**src/rtl/fetch_decode_buffer_if.sv**
```systemverilog
`default_nettype none
// ----------------------------------------------------------------------------
// fetch_decode_buffer_if : fetch push / decode pop handshake bundle. Rev 1.0
// ----------------------------------------------------------------------------
interface fetch_decode_buffer_if #(
  parameter int XLEN  = 32,
  parameter int DEPTH = 2
);
  logic                     in_valid;
  logic                     in_ready;
  logic [XLEN-1:0]          in_instr;
  logic [XLEN-1:0]          in_pc;
  logic [XLEN-1:0]          in_pc4;
  logic                     flush;
  logic                     out_valid;
  logic                     out_ready;
  logic [XLEN-1:0]          out_instr;
  logic [XLEN-1:0]          out_pc;
  logic [XLEN-1:0]          out_pc4;
  logic [$clog2(DEPTH):0]   count;

  modport master (
    output in_valid, in_instr, in_pc, in_pc4, flush, out_ready,
    input  in_ready, out_valid, out_instr, out_pc, out_pc4, count
  );

  modport slave (
    input  in_valid, in_instr, in_pc, in_pc4, flush, out_ready,
    output in_ready, out_valid, out_instr, out_pc, out_pc4, count
  );
endinterface
`default_nettype wire

```
**src/rtl/fetch_decode_buffer.sv**
```systemverilog
`default_nettype none
// ----------------------------------------------------------------------------
// fetch_decode_buffer : DEPTH-entry IF/ID FIFO, presents a NOP bubble when empty.
// Optional macro FDB_PERF_EN adds stall_cycles / bubble ports.        Rev 1.0
// ----------------------------------------------------------------------------
module fetch_decode_buffer #(
  parameter int              XLEN      = 32,
  parameter int              DEPTH     = 2,
  parameter logic [XLEN-1:0] NOP_INSTR = 32'h0000_0013
) (
  input  logic                 clk,
  input  logic                 rst,
  fetch_decode_buffer_if.slave bus
`ifdef FDB_PERF_EN
  ,
  output logic [31:0]          stall_cycles,
  output logic                 bubble
`endif
);
  localparam int                 C_PTR_W = $clog2(DEPTH);
  localparam int                 C_CNT_W = C_PTR_W + 1;
  localparam logic [C_CNT_W-1:0] C_FULL  = C_CNT_W'(DEPTH);

  logic [XLEN-1:0]    instr_q [DEPTH];
  logic [XLEN-1:0]    pc_q    [DEPTH];
  logic [XLEN-1:0]    pc4_q   [DEPTH];
  logic [C_PTR_W-1:0] wr_ptr_q, wr_ptr_d;
  logic [C_PTR_W-1:0] rd_ptr_q, rd_ptr_d;
  logic [C_CNT_W-1:0] count_q, count_d;
  logic               in_ready;
  logic               out_valid;
  logic               push;
  logic               pop;

  // in_ready depends only on registered occupancy, never on out_ready.
  always_comb begin
    in_ready  = (count_q != C_FULL);
    out_valid = (count_q != '0);
    push      = bus.in_valid && in_ready;
    pop       = out_valid && bus.out_ready;
    wr_ptr_d  = wr_ptr_q;
    rd_ptr_d  = rd_ptr_q;
    count_d   = count_q;
    if (bus.flush) begin
      wr_ptr_d = '0;
      rd_ptr_d = '0;
      count_d  = '0;
    end else begin
      if (push) wr_ptr_d = wr_ptr_q + C_PTR_W'(1);
      if (pop)  rd_ptr_d = rd_ptr_q + C_PTR_W'(1);
      if (push && !pop)      count_d = count_q + C_CNT_W'(1);
      else if (!push && pop) count_d = count_q - C_CNT_W'(1);
    end
  end

  always_ff @(posedge clk) begin
    if (rst) begin
      wr_ptr_q <= '0;
      rd_ptr_q <= '0;
      count_q  <= '0;
    end else begin
      wr_ptr_q <= wr_ptr_d;
      rd_ptr_q <= rd_ptr_d;
      count_q  <= count_d;
    end
  end

  // Entry storage carries no reset; stale contents are masked by out_valid.
  always_ff @(posedge clk) begin
    if (push && !bus.flush && !rst) begin
      instr_q[wr_ptr_q] <= bus.in_instr;
      pc_q[wr_ptr_q]    <= bus.in_pc;
      pc4_q[wr_ptr_q]   <= bus.in_pc4;
    end
  end

  assign bus.in_ready  = in_ready;
  assign bus.out_valid = out_valid;
  assign bus.count     = count_q;
  assign bus.out_instr = out_valid ? instr_q[rd_ptr_q] : NOP_INSTR;
  assign bus.out_pc    = out_valid ? pc_q[rd_ptr_q]    : '0;
  assign bus.out_pc4   = out_valid ? pc4_q[rd_ptr_q]   : '0;

`ifdef FDB_PERF_EN
  logic [31:0] stall_cycles_q, stall_cycles_d;

  // Counts decode stalls against a valid head; survives flush, saturates.
  always_comb begin
    stall_cycles_d = stall_cycles_q;
    if (out_valid && !bus.out_ready && (stall_cycles_q != 32'hFFFF_FFFF))
      stall_cycles_d = stall_cycles_q + 32'd1;
  end

  always_ff @(posedge clk) begin
    if (rst) stall_cycles_q <= '0;
    else     stall_cycles_q <= stall_cycles_d;
  end

  assign stall_cycles = stall_cycles_q;
  assign bubble       = !out_valid;
`endif
endmodule
`default_nettype wire

```
**src/flat_wrapper.sv**
```systemverilog
// flat-port wrapper written by rule: the top's interface ports become plain ports
module fetch_decode_buffer_flat 
#(
  parameter int              XLEN      = 32,
  parameter int              DEPTH     = 2,
  parameter logic [XLEN-1:0] NOP_INSTR = 32'h0000_0013
)
  (clk, rst, bus_in_valid, bus_in_instr, bus_in_pc, bus_in_pc4, bus_flush, bus_out_ready, bus_in_ready, bus_out_valid, bus_out_instr, bus_out_pc, bus_out_pc4, bus_count);
  fetch_decode_buffer_if #(.XLEN(XLEN), .DEPTH(DEPTH)) bus_i ();
  input  logic clk;
  input  logic rst;
  input wire logic [$bits(bus_i.in_valid)-1:0] bus_in_valid;
  input wire logic [$bits(bus_i.in_instr)-1:0] bus_in_instr;
  input wire logic [$bits(bus_i.in_pc)-1:0] bus_in_pc;
  input wire logic [$bits(bus_i.in_pc4)-1:0] bus_in_pc4;
  input wire logic [$bits(bus_i.flush)-1:0] bus_flush;
  input wire logic [$bits(bus_i.out_ready)-1:0] bus_out_ready;
  output wire logic [$bits(bus_i.in_ready)-1:0] bus_in_ready;
  output wire logic [$bits(bus_i.out_valid)-1:0] bus_out_valid;
  output wire logic [$bits(bus_i.out_instr)-1:0] bus_out_instr;
  output wire logic [$bits(bus_i.out_pc)-1:0] bus_out_pc;
  output wire logic [$bits(bus_i.out_pc4)-1:0] bus_out_pc4;
  output wire logic [$bits(bus_i.count)-1:0] bus_count;
  assign bus_i.in_valid = bus_in_valid;
  assign bus_i.in_instr = bus_in_instr;
  assign bus_i.in_pc = bus_in_pc;
  assign bus_i.in_pc4 = bus_in_pc4;
  assign bus_i.flush = bus_flush;
  assign bus_i.out_ready = bus_out_ready;
  assign bus_in_ready = bus_i.in_ready;
  assign bus_out_valid = bus_i.out_valid;
  assign bus_out_instr = bus_i.out_instr;
  assign bus_out_pc = bus_i.out_pc;
  assign bus_out_pc4 = bus_i.out_pc4;
  assign bus_count = bus_i.count;
  fetch_decode_buffer #(.XLEN(XLEN), .DEPTH(DEPTH), .NOP_INSTR(NOP_INSTR)) u_core (.clk(clk), .rst(rst), .bus(bus_i));
endmodule
```
**config.mk**
```make
export PLATFORM = sky130hd
export DESIGN_NAME = fetch_decode_buffer_flat
export DESIGN_NICKNAME = d
export VERILOG_FILES = /design/src/rtl/fetch_decode_buffer_if.sv /design/src/rtl/fetch_decode_buffer.sv /design/src/flat_wrapper.sv
export SDC_FILE = /design/constraint.sdc
export NUM_CORES = 1
export LEC_CHECK = 0
export CAP_MARGIN = 25
export CORE_MARGIN = 8
export CORE_UTILIZATION = 48
export DETAILED_ROUTE_END_ITERATION = 10
export HOLD_SLACK_MARGIN = 0.05
export PLACE_DENSITY = 0.78
export RECOVER_POWER = 100
export REMOVE_ABC_BUFFERS = 1
export SKIP_LAST_GASP = 1
export SLEW_MARGIN = 10
export SYNTH_ARGS = -nofsm -noshare
export SYNTH_HDL_FRONTEND = slang
export SYNTH_SLANG_ARGS = --single-unit
```
**constraint.sdc**
```tcl
create_clock -name clk -period 14.9 [get_ports clk]
set_clock_uncertainty 0.05 [all_clocks]
set_input_delay 2.98 -clock clk [delete_from_list [all_inputs] [get_ports clk]]
set_output_delay 2.98 -clock clk [all_outputs]
set_load 0.005 [all_outputs]
```
# Yosys cells after proc, flatten, opt, wreduce, memory -nomap -nowiden
# Memories as Yosys holds them, arrays and structs flattened. A register that Yosys moved wholly into a read port is not among the register bits.
# Cells that the tools add are included.
# Widths: inputs -> output; s select.
[totals]
reg_bits = 4
latch_bits = 0
mem_bits_rw = 192
mem_bits_ro = 0
in_bits = 101
out_inout_bits = 100
elab_cells = 37
mem_count = 3
[memory_table]
columns = ["name", "depth", "word_bits", "rd", "rd_clocked_by_memory_dff", "write_ports", "line", "text"]
rows = [
  ["u_core.instr_q", 2, 32, 1, 1, 1, "fetch_decode_buffer.sv:24", "logic [XLEN-1:0] instr_q [DEPTH];"],
  ["u_core.pc4_q", 2, 32, 1, 1, 1, "fetch_decode_buffer.sv:26", "logic [XLEN-1:0] pc4_q [DEPTH];"],
  ["u_core.pc_q", 2, 32, 1, 1, 1, "fetch_decode_buffer.sv:25", "logic [XLEN-1:0] pc_q [DEPTH];"],
]
[op_classes]
add_sub_neg = 4
mul = 0
div = 0
order_cmp = 0
n_eq_ne = 1
shift = 0
mux = 13
n_bitwise = 0
n_reduce_logical = 13
[ops]
columns = ["op", "count"]
rows = [
  ["$mux 32", 3],
  ["$mux 1", 8],
  ["$logic_and 1x1->1", 6],
  ["$logic_not 1->1", 4],
  ["$mux 2", 2],
  ["$reduce_bool 2->1", 2],
  ["$add 1x1->1 const B", 2],
  ["$add 2x1->2 const B", 1],
  ["$ne 2x2->1 const B", 1],
  ["$reduce_or 2->1", 1],
  ["$sub 2x1->2 const B", 1],
]

# Longest topological paths before layout
# Gate-level depths: netlist (run 1).
[depth]
word_depth = 6
mapped_depth = 6

# Worst setup path before layout (run 1)
# OpenSTA, ideal clock, no wires.
[synth_timing]
path_kind = "in2reg"
from = "input port rst"
to = "memory u_core.instr_q[0][0], enable pin"
setup_time_ps = 787
t_arrival_ps = 12477
required_time_ps = 14063
slack_ps = 1586
stages = 3
n_path_buf = 1
cell_sequence = "or2_2 clkbuf_1 nor4_1"
[synth_via]
elab_chain_len = 4
[synth_lines]
columns = ["element", "line", "text"]
rows = [
  ["start, declared", "flat_wrapper.sv:11", "input logic rst;"],
  ["$logic_not 1->1", "fetch_decode_buffer.sv:70", "if (push && !bus.flush && !rst) begin"],
  ["$logic_and 1x1->1", "fetch_decode_buffer.sv:70", ""],
  ["$mux 1", "fetch_decode_buffer.sv:70", ""],
  ["$mux 1 (not written as such)", "fetch_decode_buffer.sv:71", "instr_q[wr_ptr_q] <= bus.in_instr;"],
  ["end, declared", "fetch_decode_buffer.sv:24", ""],
]
# Every way passes these cells.

# Worst setup path in the final report (run 1)
[layout_timing]
from = "register u_core.count_q[1] (netlist: u_core.bus.count[1])"
to = "output port bus_out_instr[4]"
[layout_via]
elab_chain_len = 2
[layout_lines]
columns = ["element", "line", "text"]
rows = [
  ["start, declared", "fetch_decode_buffer.sv:29", "logic [C_CNT_W-1:0] count_q, count_d;"],
  ["start signal, assigned", "fetch_decode_buffer.sv:64", "count_q <= count_d;"],
  ["$reduce_bool 2->1", "fetch_decode_buffer.sv:38", "out_valid = (count_q != '0);"],
  ["$mux 32", "fetch_decode_buffer.sv:80", "assign bus.out_instr = out_valid ? instr_q[rd_ptr_q] : NOP_INSTR;"],
  ["end, declared", "flat_wrapper.sv:20", "output wire logic [$bits(bus_i.out_instr)-1:0] bus_out_instr;"],
]
# Every way passes these cells.

==> flow_summary.json, run 1 <==
{
  "drv_cap": 5,
  "drtAntennaViolNets": 0,
  "grt_pass1_vias": 4509,
  "synthTopCellsByArea": "edfxtp_1 77%, mux2i_1 13%, nor2_1 4.9%",
  "coreArea_sq_um": 15200,
  "relSlewSlack_pct": -176,
  "antenna_found_initial": 3,
  "crit_required_ns": 11.87,
  "critPathKind": "flop to primary output",
  "min-delay-start": "u_core.wr_ptr_q$_SDFFE_PP0P_",
  "finalHoldViolCount": 0,
  "pwr-share-clk_pct": 35.0,
  "die_w_microns": 141,
  "clk_latency_ns": 0.43,
  "drc": 0,
  "ys_warn_count": 0,
  "pwr-share-comb_pct": 10.0,
  "setup_viol": 0,
  "tns_ns": 0,
  "p_leak_nw": 3.49,
  "clk_pin_slew_ns": 0.07,
  "synth_top_area_share_pct": 77.3,
  "pwr-share-seq_pct": 55.0,
  "final_common_cell": "dlygate4sd3_1",
  "fillers": 1082,
  "intPower_mw": 0.896,
  "grt_overflow_total": 0,
  "switching_share_pct": 21.5,
  "cts_setup_buffers": 0,
  "grtUsageTotal_pct": 15.9,
  "grt_max_degree": 95,
  "wire_per_inst_microns": 18.6,
  "ys_ff_latch": 197,
  "rows": 45,
  "stdcell_area_sq_um": 10100,
  "port_buffers": 200,
  "area_growth_pct": 35.7,
  "synthCells": 435,
  "crit_start": "u_core.bus.count[1]$_SDFFE_PP0P_",
  "status": "complete, but fails checks",
  "dp_hpwl_mm": 10.6,
  "timing.rr.start": "u_core.bus.count[0]$_SDFFE_PP0P_",
  "clock_tree.root_cell": "clkbuf_16",
  "hold_buffers": 0,
  "mostFrequentLayoutCells": "198 x dlygate4sd3_1, 192 x edfxtp_1, 97 x nor2_1",
  "peakVddDrop_v": 0.0000824,
  "hold_path_class": "flop to flop",
  "cp_max_fo": 94,
  "drive_above_1_share_pct": 4.92,
  "clock_sink_count": 197,
  "numCtsBuffers": 17,
  "worstPathArrival_ns": 5.15,
  "cts_buffer_depth": 2,
  "syn_area_per_cell_sq_um": 17.1,
  "cts_resized": 0,
  "synth_top_cell_by_area": "edfxtp_1",
  "drv_slew": 291,
  "h-tree-depth": 4,
  "rsz0062_at_grt": "false",
  "placed_area_sq_um": 9630,
  "drt_iter0_drc": 233,
  "fin_crit_ns": 8.18,
  "end_kind": "primary output",
  "finalWirelength_mm": 15.6,
  "fin_nets": 740,
  "die_h_microns": 141,
  "gp_routability_congestion": 0.751,
  "initial_core_util_pct": 49.0,
  "p_per_area_nw_per_um2": 113,
  "grt_first_pass_wirelength_mm": 24.1,
  "clock.fmax_mhz": 122,
  "cts_tree": "done",
  "violations": "max-capacitance violations, max-slew violations",
  "timing.final.crit_share_pct": 54.9,
  "p_switching_mw": 0.245,
  "start_kind": "flop",
  "synth_cell_types": 18,
  "ios": 201,
  "synth.cell_area_sq_um": 7450,
  "worst_pin_slew_ns": 4.13,
  "dieArea_sq_um": 19800,
  "ys_seq_area_share_pct": 78.7,
  "via_per_inst": 5.01,
  "vias": 4207,
  "firstDrtPassIters": 4
}
==> Yosys cell counts <==
master and instances:
nor2b_1 1, mux2i_1 96, inv_1 4, buf_2 13, edfxtp_1 192, ha_1 1
nor2_1 98, dfxtp_1 5, nand2_1 3, xor2_1 3, o21ai_0 3, nor4_1 2
or2_2 1, buf_4 1, a21oi_1 2, clkbuf_1 4, or3_1 2, buf_6 4
==> layer usage <==
| metal | up-vias | GRT usage [%] | wire (microns) |
|---|---|---|---|
| met5 | - | 0 | 17 |
| met4 | 4 | 5.26 | 172 |
| met3 | 16 | 6.65 | 1340 |
| met2 | 149 | 27.0 | 8080 |
| met1 | 2019 | 17.6 | 5990 |
| li1 | 2019 | - | - |
==> path summary, 6_finish.rpt <==
check                                   to  slack, ns  cells past startpoint
max                       bus_out_instr[4]       6.72                      5
min           u_core.wr_ptr_q$_SDFFE_PP0P_       0.46                      2
max reg2reg  u_core.pc4_q[0][23]$_DFFE_PP_      10.81                      3
min reg2reg   u_core.wr_ptr_q$_SDFFE_PP0P_       0.46                      2
==> flip-flops by register name, indices dropped and copies added, names as in the netlist, named ones only <==
register	flops
u_core.pc4_q	64
u_core.rd_ptr_q	1
u_core.instr_q	64
u_core.bus.count	2
u_core.wr_ptr_q	1
u_core.pc_q	64
==> final cells by class <==
type                       count  area (sq um)  area share, %
inverter                       4          15.0          0.148
clock inverter                14          90.1          0.890
tap                          188           235           2.32
multi-input combinational    212          1450           14.3
sequential                   197          5870           58.0
clock buffer                  18           429           4.24
antenna                        1          2.50         0.0247
timing repair buffer         206          2030           20.0
==> power by group through the flow <==
stage | registers (mW) | logic, mW | clock network, mW
after global placement | 0.638 | 0.126 | 0
final | 0.627 | 0.114 | 0.399
after floorplan | 0.642 | 0.0433 | 0
after global routing | 0.628 | 0.126 | 0.429
after detailed placement | 0.639 | 0.129 | 0
after CTS | 0.627 | 0.130 | 0.408
==> logic make-up (layout without fill, tap and decap cells) <==
group | after synthesis | after routing | share of synthesized area (%)
compound gates | 5 | 5 | 0.336
xor+xnor | 3 | 3 | 0.353
fa+ha+maj | 1 | 1 | 0.168
buf+inv | 26 | 242 | 1.98
flops | 197 | 197 | 78.7
mux | 96 | 96 | 12.9
other cells | 0 | 1 | 0
simple gates | 107 | 107 | 5.59
==> critical path: stages, from the launching register on <==
cell and delay, ns:
dfxtp_1 0.37, nor2_4 0.13, clkbuf_1 2.90, inv_1 0.49, nand2_1 0.21, dlygate4sd3_1 0.60
==> through the flow <==
step / total power, mW / hold slack (ns) / utilization (%) / setup slack [ns] / cells
2_1_floorplan: 0.686 / 0.421 / - / 1.68 / 413
3_3_place_gp: 0.764 / 0.436 / 63.3 / 9.20 / 807
3_5_place_dp: 0.768 / 0.444 / 63.3 / 9.21 / 807
4_1_cts: 1.16 / 0.467 / 66.7 / 8.75 / 839
5_1_grt: 1.18 / 0.481 / 66.6 / 6.04 / 840
6_report: 1.14 / 0.460 / 66.6 / 6.72 / 840
Note: power is estimated with default switching activity, not from simulation.
==> run 2: changes to the inputs <==
Clock period 14.9 ns to 7.6 ns, I/O delays scaled along.
==> flow_summary.json, run 2 (synthesis gave the netlist of run 1 again) <==
{
  "slowest_stage": "clkbuf_1",
  "reg2reg_setup_slack_ns": 3.46,
  "drv_slew": 250,
  "via_per_inst": 5.02,
  "hold_path_class": "flop to flop",
  "h-tree-depth": 4,
  "timing.rr.start": "u_core.bus.count[0]$_SDFFE_PP0P_",
  "drive_above_1_share_pct": 4.47,
  "p_per_area_nw_per_um2": 234,
  "final_common_cell": "dlygate4sd3_1",
  "p_leak_nw": 3.53,
  "worst-r2r-cell-count": 3,
  "violations": "max-capacitance violations, max-slew violations",
  "dr_wl_met2_mm": 8.05,
  "crit_start": "u_core.bus.count[0]$_SDFFE_PP0P_",
  "rsz0062_at_grt": "false",
  "r2r_end": "u_core.pc_q[1][21]$_DFFE_PP_",
  "fin_nets": 741,
  "crit_chain": "nor2_1 -> clkbuf_1 -> nor2_1 -> dlygate4sd3_1",
  "min-delay-start": "u_core.rd_ptr_q$_SDFFE_PP0P_",
  "final_util_pct": 67.3,
  "area_growth_pct": 37.3,
  "clk_latency_ns": 0.42,
  "port_buffers": 200,
  "cp_max_fo": 53,
  "drt-met1-wl_mm": 6.46,
  "drv_cap": 5,
  "grt_max_degree": 64,
  "initial_core_util_pct": 49.0,
  "worst_pin_slew_ns": 3.61,
  "grt_overflow_total": 0,
  "grt_first_pass_wirelength_mm": 24.2,
  "crit_top_cell": "nor2_1",
  "clk_pin_slew_ns": 0.06,
  "grtUsageTotal_pct": 16.1,
  "ios": 201,
  "status": "complete, but fails checks",
  "gp_routability_congestion": 0.716,
  "cts_resized": 0,
  "hold_buffers": 0,
  "top_layer_used": "met4",
  "worst_path_largest_cell_delay_ns": 1.72,
  "drc": 0,
  "dr_wl_met3_mm": 1.28,
  "top_regs": "u_core.instr_q (64), u_core.pc4_q (64), u_core.pc_q (64)",
  "critPathKind": "flop to primary output",
  "setup_viol": 0,
  "drt_iter0_drc": 257,
  "cts_buffer_depth": 2,
  "die_h_microns": 141,
  "crit_path_end": "bus_out_pc4[2]",
  "cts_setup_buffers": 0,
  "finalHoldViolCount": 0,
  "fin_crit_ns": 5.70,
  "antenna_found_initial": 1,
  "coreArea_sq_um": 15200,
  "timing.final.crit_share_pct": 74.9,
  "tns_ns": 0,
  "dieArea_sq_um": 19800,
  "crit_required_ns": 6.03,
  "die_w_microns": 141,
  "clock_sink_count": 197,
  "wire_per_inst_microns": 19.0,
  "drtAntennaViolNets": 0,
  "clock.fmax_mhz": 176,
  "worstPathArrival_ns": 4.13,
  "relSlewSlack_pct": -140,
  "vias": 4215,
  "mostFrequentLayoutCells": "195 x dlygate4sd3_1, 192 x edfxtp_1, 98 x nor2_1",
  "dp_hpwl_mm": 10.7,
  "total_power_mw": 2.39,
  "finalWirelength_mm": 16.0,
  "start_kind": "flop",
  "numCtsBuffers": 17,
  "end_kind": "primary output",
  "firstDrtPassIters": 4,
  "clock_tree.root_cell": "clkbuf_16",
  "cts_tree": "done",
  "rows": 45,
  "peakVddDrop_v": 0.000136,
  "hold_slack_ns": 0.453,
  "grt_pass1_vias": 4474
}
[run 2: changes by cell type in the layout (fill, tap and decap cells not counted), sizes merged]
cell           previous run  this run
dlygate4sd3             198       195
clkdlybuf4s50             2         5
diode                     1         3
bufinv                    0         5
clkbuf                   23        24
clkinvlp                  3         2
buf                       1         2
clkinv                   11         3
[run 2: worst min-delay path by stage]
stage                                    to  slack, ns  cells after the start
3_5_place_dp                           flop       0.44                      2
6_report                               flop       0.45                      2
3_3_place_gp   u_core.rd_ptr_q$_SDFFE_PP0P_       0.43                      2
4_1_cts                                flop       0.46                      2
5_1_grt                                flop       0.49                      2
2_1_floorplan  u_core.wr_ptr_q$_SDFFE_PP0P_       0.42                      2
[run 2: critical path, delay by kind of cell, from the launching register on]
kind | cells | cell delay [ns]
DFF | 1 | 0.38
and+or+nand+nor | 2 | 0.85
buffers and inverters | 2 | 2.43
[run 2: final cells by class]
cell class	count	area, sq um
inverter	4	15.0
clock buffer	19	433
tap	188	235
clock inverter	10	183
timing repair buffer	207	2050
sequential	197	5870
multi-input combinational	212	1440
fill	1042	4970
antenna	3	7.51
[run 2: routing by layer]
metal / GRT usage, % / up-vias
met5: 0 / -
met4: 6.22 / 0
met3: 6.21 / 18
met2: 26.4 / 147
met1: 18.7 / 2030
li1: - / 2020
[run 2: stage by stage]
step                worst slack (ns)  cell area, sq um  cells
floorplan                      -4.16              7320    413
global placement                3.42              9630    807
detailed placement              3.42              9630    807
CTS                             2.94             10200    836
global route                    1.54             10200    838
finish                          1.90             10200    840
[run 2: where the power goes]
part | switching [mW] | internal, mW | total [mW]
Clock | 0.362 | 0.577 | 0.939
Sequential | 0.0120 | 1.22 | 1.23
Combinational | 0.102 | 0.122 | 0.224
==> run 3: changes to the inputs <==
Settings changed: CORE_UTILIZATION 48 to 43, PLACE_DENSITY 0.78 to 0.74.
Clock period 7.6 ns to 4.95 ns, I/O delays scaled along.
==> flow_summary.json, run 3 (synthesis gave the netlist of run 1 again) <==
{
  "status": "complete, no violations",
  "end_kind": "primary output",
  "wire_per_inst_microns": 18.0,
  "drt_iter0_drc": 218,
  "clock.fmax_mhz": 271,
  "stdcell_area_sq_um": 10300,
  "cts_tree": "done",
  "grt_max_degree": 78,
  "drive_above_1_share_pct": 5.35,
  "worst_pin_slew_ns": 1.43,
  "fin_crit_ns": 3.69,
  "numCtsBuffers": 17,
  "grt_first_pass_wirelength_mm": 24.4,
  "critPathKind": "flop to primary output",
  "worstPathArrival_ns": 2.65,
  "fillers": 1292,
  "via_per_inst": 4.78,
  "dp_hpwl_mm": 10.7,
  "cts_setup_buffers": 0,
  "start_kind": "flop",
  "grtUsageTotal_pct": 14.6,
  "mostFrequentLayoutCells": "195 x dlygate4sd3_1, 192 x edfxtp_1, 98 x nor2_1",
  "total_power_mw": 3.55,
  "die_w_microns": 148,
  "gp_routability_congestion": 0.703,
  "coreArea_sq_um": 17100,
  "placed_area_sq_um": 9700,
  "setup_viol": 0,
  "timing.final.crit_share_pct": 74.5,
  "hold_buffers": 0,
  "p_per_area_nw_per_um2": 345,
  "rsz0062_at_grt": "false",
  "hold_path_class": "flop to flop",
  "cts_buffer_depth": 2,
  "fin_nets": 743,
  "drc": 0,
  "initial_core_util_pct": 43.6,
  "clk_latency_ns": 0.42,
  "drv_cap": 0,
  "grt_overflow_total": 0,
  "ios": 201,
  "crit_required_ns": 3.91,
  "finalHoldViolCount": 0,
  "relSlewSlack_pct": 4.81,
  "final_common_cell": "dlygate4sd3_1",
  "vias": 4216,
  "h-tree-depth": 4,
  "p_leak_nw": 3.54,
  "clk_pin_slew_ns": 0.07,
  "area_growth_pct": 38.1,
  "top_regs": "u_core.instr_q (64), u_core.pc4_q (64), u_core.pc_q (64)",
  "cts_resized": 0,
  "antenna_found_initial": 6,
  "grt_pass1_vias": 4544,
  "rows": 48,
  "die_h_microns": 148,
  "clock_sink_count": 197,
  "firstDrtPassIters": 4,
  "drtAntennaViolNets": 0,
  "cp_max_fo": 60,
  "dieArea_sq_um": 21800,
  "port_buffers": 200,
  "clock_tree.root_cell": "clkbuf_16",
  "peakVddDrop_v": 0.000214,
  "finalWirelength_mm": 15.8,
  "drv_slew": 0
}
run 3: final timing paths:
check / slack [ns] / depth (start not counted) / end / from
hold / removal: 0.47 / 2 / u_core.rd_ptr_q$_SDFFE_PP0P_ / u_core.rd_ptr_q$_SDFFE_PP0P_
hold reg to reg: 0.47 / 2 / u_core.rd_ptr_q$_SDFFE_PP0P_ / u_core.rd_ptr_q$_SDFFE_PP0P_
setup / recovery: 1.26 / 4 / bus_out_pc[13] / flop
setup reg to reg: 2.13 / 4 / u_core.pc_q[1][21]$_DFFE_PP_ / u_core.bus.count[0]$_SDFFE_PP0P_
run 3: where the power goes:
group          switching (mW)  internal [mW]
combinational           0.158          0.192
clock                   0.578          0.740
sequential             0.0147           1.87
total                   0.750           2.80
run 3: per-stage QoR:
| stage | hold WS, ns | cells | setup TNS [ns] | worst slack (ns) | utilization (%) |
|---|---|---|---|---|---|
| 5_1_grt | 0.503 | 882 | 0 | 1.12 | 60.1 |
| 3_3_place_gp | 0.438 | 844 | 0 | 1.70 | 56.7 |
| 2_1_floorplan | 0.421 | 413 | -1206.58 | -6.28 | - |
| 6_report | 0.472 | 882 | 0 | 1.26 | 60.1 |
| 3_5_place_dp | 0.463 | 844 | 0 | 1.62 | 56.7 |
| 4_1_cts | 0.477 | 876 | 0 | 1.33 | 60.0 |
run 3: critical path, stage by stage (launching register included):
cell	delay [ns]
dfxtp_4	0.77
buf_12	0.43
mux2i_1	0.25
nor2_1	0.05
dlygate4sd3_1	0.61
run 3: metal layers:
metal,global-route usage (%),vias to the layer above,share of wire [%]
met2,24.3,146,51
met4,6.02,6,1.3
met5,0,-,0.20
met3,5.35,20,7.3
li1,-,2026,-
met1,16.7,2018,40
run 3: cell type report:
class	count	area [sq um]	area share [%]
flip-flops and latches	197	5870	57.0
repair buffers	209	2110	20.5
multi-input cells	212	1440	14.0
clock buffers	18	429	4.17
well taps	225	282	2.74
clock inverters	14	135	1.31
inverters	4	15.0	0.146
diodes	3	7.51	0.0729
